--- src/rtl/tag_tx_frame_scheduler.sv ---
// Tag-chip transmit frame sequencer: pilot preamble, serialized data bits, guard interval.
// Optional loop mode replays the latched frame back-to-back until loop drops or abort.
module tag_tx_frame_scheduler #(
    parameter int unsigned TX_BITS_WIDTH = 128,
    parameter int unsigned BIT_CNT_WIDTH = 7,
    parameter int unsigned LEN_WIDTH     = 24
) (
    input  logic                     clk,
    input  logic                     reset_n,
    input  logic                     start,
    input  logic                     abort,
    input  logic                     loop,
    input  logic [TX_BITS_WIDTH-1:0] tx_bits,
    input  logic [BIT_CNT_WIDTH-1:0] ntx_bits,
    input  logic [LEN_WIDTH-1:0]     symb_len,
    input  logic [LEN_WIDTH-1:0]     pilot_len,
    input  logic [LEN_WIDTH-1:0]     guard_len,
    output logic [1:0]               mtx_state,
    output logic                     pilot_en,
    output logic                     tx_en,
    output logic                     tx_bit,
    output logic [BIT_CNT_WIDTH-1:0] ntx_bits_cnt,
    output logic                     hop_clk,
    output logic                     hop_rst,
    output logic                     busy,
    output logic                     done
);

    typedef enum logic [1:0] {
        StIdle  = 2'd0,
        StPilot = 2'd1,
        StData  = 2'd2,
        StGuard = 2'd3
    } state_e;

    state_e                   state_q, state_d;
    logic [LEN_WIDTH-1:0]     cnt_q, cnt_d;
    logic [BIT_CNT_WIDTH-1:0] bit_cnt_q, bit_cnt_d;
    logic [TX_BITS_WIDTH-1:0] shift_q, shift_d;
    logic [TX_BITS_WIDTH-1:0] copy_q, copy_d;
    logic [BIT_CNT_WIDTH-1:0] ntx_q, ntx_d;
    logic [LEN_WIDTH-1:0]     symb_q, symb_d;
    logic [LEN_WIDTH-1:0]     pilot_q, pilot_d;
    logic [LEN_WIDTH-1:0]     guard_q, guard_d;
    logic                     done_d;
    logic                     pilot_en_q, tx_en_q, tx_bit_q, hop_clk_q, hop_rst_q, busy_q, done_q;

    always_comb begin
        state_d   = state_q;
        cnt_d     = cnt_q + LEN_WIDTH'(1);
        bit_cnt_d = bit_cnt_q;
        shift_d   = shift_q;
        copy_d    = copy_q;
        ntx_d     = ntx_q;
        symb_d    = symb_q;
        pilot_d   = pilot_q;
        guard_d   = guard_q;
        done_d    = 1'b0;

        unique case (state_q)
            StIdle: begin
                cnt_d     = '0;
                bit_cnt_d = '0;
                if (start && (ntx_bits != '0) && (symb_len != '0)) begin
                    shift_d = tx_bits;
                    copy_d  = tx_bits;
                    ntx_d   = ntx_bits;
                    symb_d  = symb_len;
                    pilot_d = pilot_len;
                    guard_d = guard_len;
                    state_d = (pilot_len != '0) ? StPilot : StData;
                end
            end
            StPilot: begin
                if (cnt_q == pilot_q - LEN_WIDTH'(1)) begin
                    cnt_d   = '0;
                    state_d = StData;
                end
            end
            StData: begin
                if (cnt_q == symb_q - LEN_WIDTH'(1)) begin
                    cnt_d = '0;
                    if (bit_cnt_q == ntx_q - BIT_CNT_WIDTH'(1)) begin
                        if (guard_q != '0) begin
                            state_d = StGuard;
                        end else begin
                            state_d   = StIdle;
                            bit_cnt_d = '0;
                            done_d    = 1'b1;
                        end
                    end else begin
                        shift_d   = shift_q >> 1;
                        bit_cnt_d = bit_cnt_q + BIT_CNT_WIDTH'(1);
                    end
                end
            end
            StGuard: begin
                if (cnt_q == guard_q - LEN_WIDTH'(1)) begin
                    cnt_d     = '0;
                    bit_cnt_d = '0;
                    done_d    = 1'b1;
                    if (loop) begin
                        shift_d = copy_q;
                        state_d = (pilot_q != '0) ? StPilot : StData;
                    end else begin
                        state_d = StIdle;
                    end
                end
            end
        endcase

        // Abort wins over every transition; in IDLE it also blocks a coincident start.
        if (abort) begin
            state_d   = StIdle;
            cnt_d     = '0;
            bit_cnt_d = '0;
            shift_d   = shift_q;
            copy_d    = copy_q;
            ntx_d     = ntx_q;
            symb_d    = symb_q;
            pilot_d   = pilot_q;
            guard_d   = guard_q;
            done_d    = 1'b0;
        end
    end

    always_ff @(posedge clk or negedge reset_n) begin
        if (!reset_n) begin
            state_q    <= StIdle;
            cnt_q      <= '0;
            bit_cnt_q  <= '0;
            shift_q    <= '0;
            copy_q     <= '0;
            ntx_q      <= '0;
            symb_q     <= '0;
            pilot_q    <= '0;
            guard_q    <= '0;
            pilot_en_q <= 1'b0;
            tx_en_q    <= 1'b0;
            tx_bit_q   <= 1'b0;
            hop_clk_q  <= 1'b0;
            hop_rst_q  <= 1'b1;
            busy_q     <= 1'b0;
            done_q     <= 1'b0;
        end else begin
            state_q    <= state_d;
            cnt_q      <= cnt_d;
            bit_cnt_q  <= bit_cnt_d;
            shift_q    <= shift_d;
            copy_q     <= copy_d;
            ntx_q      <= ntx_d;
            symb_q     <= symb_d;
            pilot_q    <= pilot_d;
            guard_q    <= guard_d;
            // Outputs are decoded from next state so they line up with mtx_state.
            pilot_en_q <= (state_d == StPilot);
            tx_en_q    <= (state_d == StData);
            tx_bit_q   <= (state_d == StData) && shift_d[0];
            hop_clk_q  <= (state_d == StData) && (cnt_d == '0);
            hop_rst_q  <= (state_d == StIdle);
            busy_q     <= (state_d != StIdle);
            done_q     <= done_d;
        end
    end

    assign mtx_state    = state_q;
    assign pilot_en     = pilot_en_q;
    assign tx_en        = tx_en_q;
    assign tx_bit       = tx_bit_q;
    assign ntx_bits_cnt = bit_cnt_q;
    assign hop_clk      = hop_clk_q;
    assign hop_rst      = hop_rst_q;
    assign busy         = busy_q;
    assign done         = done_q;

endmodule

--- config.mk ---
export PLATFORM = sky130hd
export DESIGN_NAME = tag_tx_frame_scheduler
export DESIGN_NICKNAME = d
export VERILOG_FILES = /design/src/rtl/tag_tx_frame_scheduler.sv
export SDC_FILE = /design/constraint.sdc
export NUM_CORES = 1
export LEC_CHECK = 0
export BUFFER_PORTS_ARGS = -buffer_cell sky130_fd_sc_hd__buf_4
export CAP_MARGIN = 20
export CORE_ASPECT_RATIO = 1.1
export CORE_MARGIN = 5
export CORE_UTILIZATION = 35
export DETAILED_ROUTE_END_ITERATION = 10
export PLACE_DENSITY_LB_ADDON = 0.1
export SLEW_MARGIN = 20
export SYNTH_ARGS = -nofsm -noshare
export SYNTH_HDL_FRONTEND = slang
export SYNTH_SLANG_ARGS = --single-unit
--- constraint.sdc ---
create_clock -name clk -period 3.9 [get_ports clk]
set_clock_uncertainty 0.1 [all_clocks]
set_input_delay 0.195 -clock clk [delete_from_list [all_inputs] [get_ports clk]]
set_output_delay 0.195 -clock clk [all_outputs]
set_load 0.01 [all_outputs]
==> results of run 1 <==
## kinds of logic (layout without fill, tap and decap cells)
kind of cell / after synthesis / count (layout)
DFF: 375 / 375
xor gates and xnor gates: 135 / 135
buffers and inverters: 184 / 637
and+or+nand+nor: 1193 / 1193
other: 0 / 5
muxes: 2 / 2
adders and majority gates: 7 / 7
AOI/OAI and AO/OA: 384 / 384
## cells in the final DEF, fill, tap and decap left out, types with 18 or more instances in the layout
cell	Yosys	layout
buf_4	16	300
nor3_1	34	31
nand3_1	31	31
dlygate4sd3_1	0	209
a31oi_1	138	138
nor2_1	199	198
dfrtp_1	374	374
clkbuf_16	0	45
buf_12	0	22
a22oi_1	129	129
o21ai_0	26	26
a21oi_1	18	18
xnor2_1	75	74
nor4_1	37	34
xor2_1	60	60
nand2_1	768	767
inv_1	23	23
nand4_1	21	21
## critical path, delay by kind of cell, from the launching register on
kind	cells	cell delay, ns
AOI/OAI and AO/OA	4	0.92
and+or+nand+nor	5	1.25
buffers and inverters	5	0.87
DFF	1	0.40
## layout make-up
cell class | count | area (um^2)
diodes | 5 | 12.5
clock buffers | 65 | 1270
clock inverters | 13 | 199
fillers | 5342 | 28700
inverters | 23 | 86.3
multi-input cells | 1721 | 9220
flip-flops and latches | 375 | 9390
well taps | 736 | 921
repair buffers | 536 | 4890
## where the power goes
part,leakage [nW],total [mW],switching [mW],internal [mW]
registers,4.62,5.10,0.514,4.58
logic,6.13,2.23,1.14,1.08
clock network,0.723,4.24,1.71,2.53
## sequential cells by signal (all words and copies together), names as in the netlist, 7 cells and up
signal        cells
cnt_q            24
guard_q          24
symb_q           24
pilot_q          24
ntx_q             7
copy_q          128
shift_q         128
ntx_bits_cnt      7
## layer usage
layer | track usage (%) | vias up | share of wire, %
met5 | 0 | - | 0.021
met4 | 5.92 | 2 | 2.5
met3 | 3.12 | 86 | 4.2
met2 | 33.9 | 371 | 50
met1 | 26.4 | 8653 | 44
li1 | - | 8648 | -
## how the worst max path moves through the flow
stage	from	endpoint	slack, ns	depth (start not counted)
after global routing	guard_q[0]	shift_q[21]	-0.006	13
after global placement	symb_q[3]	shift_q[15]	0.09	12
final	symb_q[4]	shift_q[95]	0.20	14
after CTS	symb_q[3]	shift_q[21]	0.02	12
after floorplan	guard_q[0]	shift_q[10]	0.58	12
after detailed placement	symb_q[3]	shift_q[16]	0.05	12
## what timing repair did
action | CTS | global route
gates resized for setup | 0 | 15
setup endpoints to repair | 0 | 128
hold endpoints to repair | 435 | 0
hold buffers | 209 | 0
buffers inserted | 0 | 5
==> impl_metrics.yaml, run 1 <==
worst_setup_path:
  timing.rr.end: "shift_q[95]"
  criticalPathCategory: "reg2reg"
  crit_top_cell: "buf_4"
  max_stage_delay_ns: 0.57
  critPathLaunchType: "flop"
  crit_fanout: 43
  reg2reg_depth: 14
  slowest_stage: "or4_4"
  endpoint_kind: "flop"
  cp_cell_sequence: "nor4_4, buf_4, buf_4, nand4_1, a211oi_1, o22ai_1, or4_4, nor4_2, buf_4, o2111a_2, buf_12, buf_16, nor2_1, a31oi_1"
  cp_data_arrival_time_ns: 4.09
  r2r-start: "symb_q[4]"
  timing.reg2reg.setup_slack_ns: 0.20
  critPathRequiredTime_ns: 4.29
outcome:
  outcome: "finished, final reports clean"
synthesis:
  synth.area.mux_share_pct: 0.104
  yosys.area_share.simple_pct: 26.6
  netlist_instances: 2280
  synth_fa_ha_area_share_pct: 0.454
  synth_edf_count: 0
  synth_compound_area_share_pct: 14.0
  yosysWarnings: 0
  ys.flop_type: "dfrtp_1"
  synthesis.area_um2: 19300
  synth.area.top_cells: "dfrtp_1, nand2_1, a22oi_1"
  ys_types: 78
  netlist_top_cells_count: "nand2_1, dfrtp_1, nor2_1"
  synth_seq_cells: 375
  synth_fp_nets: 2499
  synth.most_common_cell: "nand2_1"
  async_flop_share_pct: 100
  synth_xor_area_share_pct: 6.12
  synth_top_family_by_area: "simple AND/OR/NAND/NOR gates"
  synth_top_area_share_pct: 48.5
  seq_area_frac_synth_pct: 48.6
  yosys.area.top_type: "dfrtp_1"
  avgSynthCellArea_um2: 8.47
hold_path:
  worstHoldStart: "loop"
  holdPathStages: 4
  hp-class: "in2reg"
  holdPathEnd: "mtx_state[0]"
timing:
  finalHoldViolCount: 0
  tightest_slew_ns: 1.19
  layout_min_cycle_time_ns: 3.70
  drv_slew: 0
  hold_ws_ns: 0.149
  max_slew_margin_pct: 20.5
  layout_setup_ws_ns: 0.202
  setup_violations: 0
  fin_crit_sh_pct: 94.8
  finalSetupTns_ns: 0
  rsz0062_at_grt: "true"
  clock.fmax_mhz: 270
global_route:
  grt_pass1_vias: 17600
  grt_pass1_wl_mm: 97.2
  overflow: 0
  grt_usage_pct: 20.0
  antenna_found_initial: 6
  grt_max_degree: 218
placed_design:
  place_hpwl_mm: 40.4
  io_buffer_count: 227
  placed_area_um2: 22300
  post-place-ws_ns: 0.0493
  dp_cells: 3176
  place_congestion: 0.845
job:
  drv_cap: 0
routing:
  wl_mm: 61.0
  drt_iter0_drc: 1092
  drc: 0
  avgRoutedWirePerCell_um: 17.6
  viasPerCell: 5.11
  ant_nets: 0
  num_vias: 17800
  firstDrtPassIters: 5
power_and_ir_drop:
  finalPower_mw: 11.6
  power_density_nw_per_um2: 445
  leakagePower_nw: 11.5
  vdd_drop_max_mv: 0.278
clock_network:
  cts_tree: "built"
  numCtsBuffers: 44
  clock_sinks: 375
  cts.htree.levels: 2
  cts_root_buf: "clkbuf_16"
  clk_pin_slew_worst_paths_ns: 0.06
  insertion_delay_ns: 0.59
  clockBufferDepth: 3
final_layout:
  finish.utilization_pct: 47.5
  stdcell_count: 3474
  syn_to_final_growth_pct: 34.6
  fin_nets: 2920
  final_layout_size_suffix_gt1_share_pct: 15.8
  finish.instance_area_um2: 26000
floorplanning:
  die_w_um: 234
  ios: 228
  die_area_um2: 60000
  fp.dieH_um: 256
  initial_core_util_pct: 35.3
  core_um2: 54700
  rows: 90
No activity file was read; power rests on OpenSTA's default activity.
==> run 2, diff against run 1 <==
- CAP_MARGIN: 20 -> 5
- CORE_MARGIN: 5 -> 2
- CORE_UTILIZATION: 35 -> 55
==> run 2 against run 1 <==
Combinational power shrank 2%. Clock power shrank 4%. Critical path depth shrank 1. Die area shrank 39%. Critical endpoint is now shift_q[83]. Largest cell class unchanged. Largest power group unchanged.
==> impl_metrics.yaml, run 2 (synthesized netlist as in run 1, its figures left out) <==
job:
  drv_cap: 0
floorplanning:
  core_um2: 34400
  initial_core_util_pct: 56.2
  fp.dieH_um: 201
  rows: 71
  die_area_um2: 36600
  die_w_um: 183
  ios: 228
placed_design:
  io_buffer_count: 227
  dp_cells: 2853
  place_congestion: 0.892
  placed_area_um2: 21700
  place_hpwl_mm: 34.4
routing:
  drt_iter0_drc: 1567
  viasPerCell: 5.77
  firstDrtPassIters: 6
  avgRoutedWirePerCell_um: 17.8
  ant_nets: 0
  num_vias: 18200
  drc: 0
  wl_mm: 56.0
hold_path:
  holdPathEnd: "mtx_state[0]"
  holdPathStages: 4
  worstHoldStart: "loop"
  hp-class: "in2reg"
clock_network:
  insertion_delay_ns: 0.54
  clockBufferDepth: 3
  cts_root_buf: "clkbuf_16"
  clock_sinks: 375
  cts.htree.levels: 2
  numCtsBuffers: 41
  cts_tree: "built"
  clk_pin_slew_worst_paths_ns: 0.06
timing:
  max_slew_margin_pct: 16.7
  clock.fmax_mhz: 263
  layout_min_cycle_time_ns: 3.80
  fin_crit_sh_pct: 97.4
  hold_ws_ns: 0.201
  finalHoldViolCount: 0
  drv_slew: 0
  tightest_slew_ns: 1.25
  setup_violations: 0
  finalSetupTns_ns: 0
final_layout:
  mostFrequentLayoutCell: "nand2_1"
  final_layout_size_suffix_gt1_share_pct: 15.2
  largest_registers: "copy_q x128, shift_q x128"
  nFillCells: 2536
  stdcell_count: 3145
  syn_to_final_growth_pct: 31.4
  finish.instance_area_um2: 25400
  most-common-layout-cells: "nand2_1, dfrtp_1, buf_4, dlygate4sd3_1, nor2_1"
  fin_nets: 2896
  n_antenna_cell: 0
worst_setup_path:
  cp_cell_sequence: "inv_1, ha_2, or3b_4, or4_1, a211oi_2, and4_1, nand4_1, o31ai_2, o2111a_2, buf_12, buf_16, nor2_1, a31oi_1"
  reg2reg_depth: 13
  slowest_stage: "or4_1"
  endpoint_kind: "flop"
  critPathLaunchType: "flop"
  crit_fanout: 44
  timing.rr.end: "shift_q[83]"
  timing.reg2reg.setup_slack_ns: 0.10
  critPathRequiredTime_ns: 4.24
  max_stage_delay_ns: 0.50
  cp_data_arrival_time_ns: 4.14
  criticalPathCategory: "reg2reg"
  r2r-start: "guard_q[0]"
power_and_ir_drop:
  finalPower_mw: 11.4
  vdd_drop_max_mv: 0.340
  leakagePower_nw: 11.3
  power_density_nw_per_um2: 449
global_route:
  antenna_found_initial: 2
  grt_max_degree: 218
  overflow: 0
  grt_pass1_wl_mm: 91.2
  grt_usage_pct: 30.5
  grt_pass1_vias: 17900
outcome:
  outcome: "finished, final reports clean"
run 2: power breakdown:
| part | switching, mW | total (mW) | internal [mW] |
|---|---|---|---|
| registers | 0.540 | 5.12 | 4.58 |
| logic | 1.14 | 2.19 | 1.06 |
| clock network | 1.58 | 4.08 | 2.50 |
| total | 3.26 | 11.4 | 8.14 |
run 2: critical path, delay by kind of cell, from the launching register on:
kind                     cells  cell delay, ns
AND/OR/NAND/NOR              5            1.42
buffers and inverters        3            0.46
flip-flops                   1            0.42
AO/OA/AOI/OAI                4            1.09
adder cells (fa/ha/maj)      1            0.21
run 2: worst max path at each step:
stage                     slack, ns          end  depth (start not counted)  startpoint
after floorplan                0.58  shift_q[10]                         12  guard_q[0]
after global placement         0.15  shift_q[99]                         13  guard_q[0]
after detailed placement       0.05  shift_q[89]                         12  guard_q[0]
after CTS                      0.02  shift_q[89]                         13  guard_q[0]
after global routing         -0.002  shift_q[83]                         13  guard_q[0]
final                          0.10  shift_q[83]                         13  guard_q[0]
run 2: metal layers:
metal | vias to the layer above | share of wire [%] | global-route usage, % | routed length (um)
li1 | 8586 | - | - | -
met3 | 130 | 6.1 | 4.79 | 3450
met2 | 628 | 49 | 51.2 | 27500
met4 | 4 | 3.6 | 11.0 | 2000
met1 | 8811 | 41 | 40.2 | 23100
met5 | - | 0.043 | 0 | 24
run 2: what timing repair did:
| action | 4_1_cts | 5_1_grt |
|---|---|---|
| resized for setup | 0 | 9 |
| pin swaps | 1 | 5 |
| setup endpoints to repair | 1 | 136 |
| gates cloned | 0 | 3 |
| hold buffers | 209 | 0 |
| endpoints found under the hold margin | 439 | 0 |
| setup buffers | 0 | 7 |
run 2: area by class of cell:
cell class	instances	area, um^2	share of cell area, %
clock buffer	60	1260	4.96
clock inverter	13	176	0.695
inverter	23	86.3	0.340
multi-input combinational	1722	9210	36.3
sequential	375	9390	37.0
tap	438	548	2.16
timing repair buffer	514	4710	18.6
run 2: through the flow:
step           worst slack, ns  utilization (%)
2_1_floorplan            0.580                -
3_3_place_gp             0.148             63.1
5_1_grt               -0.00177             73.8
4_1_cts                 0.0217             73.3
6_report                 0.101             73.8
3_5_place_dp            0.0467             63.1
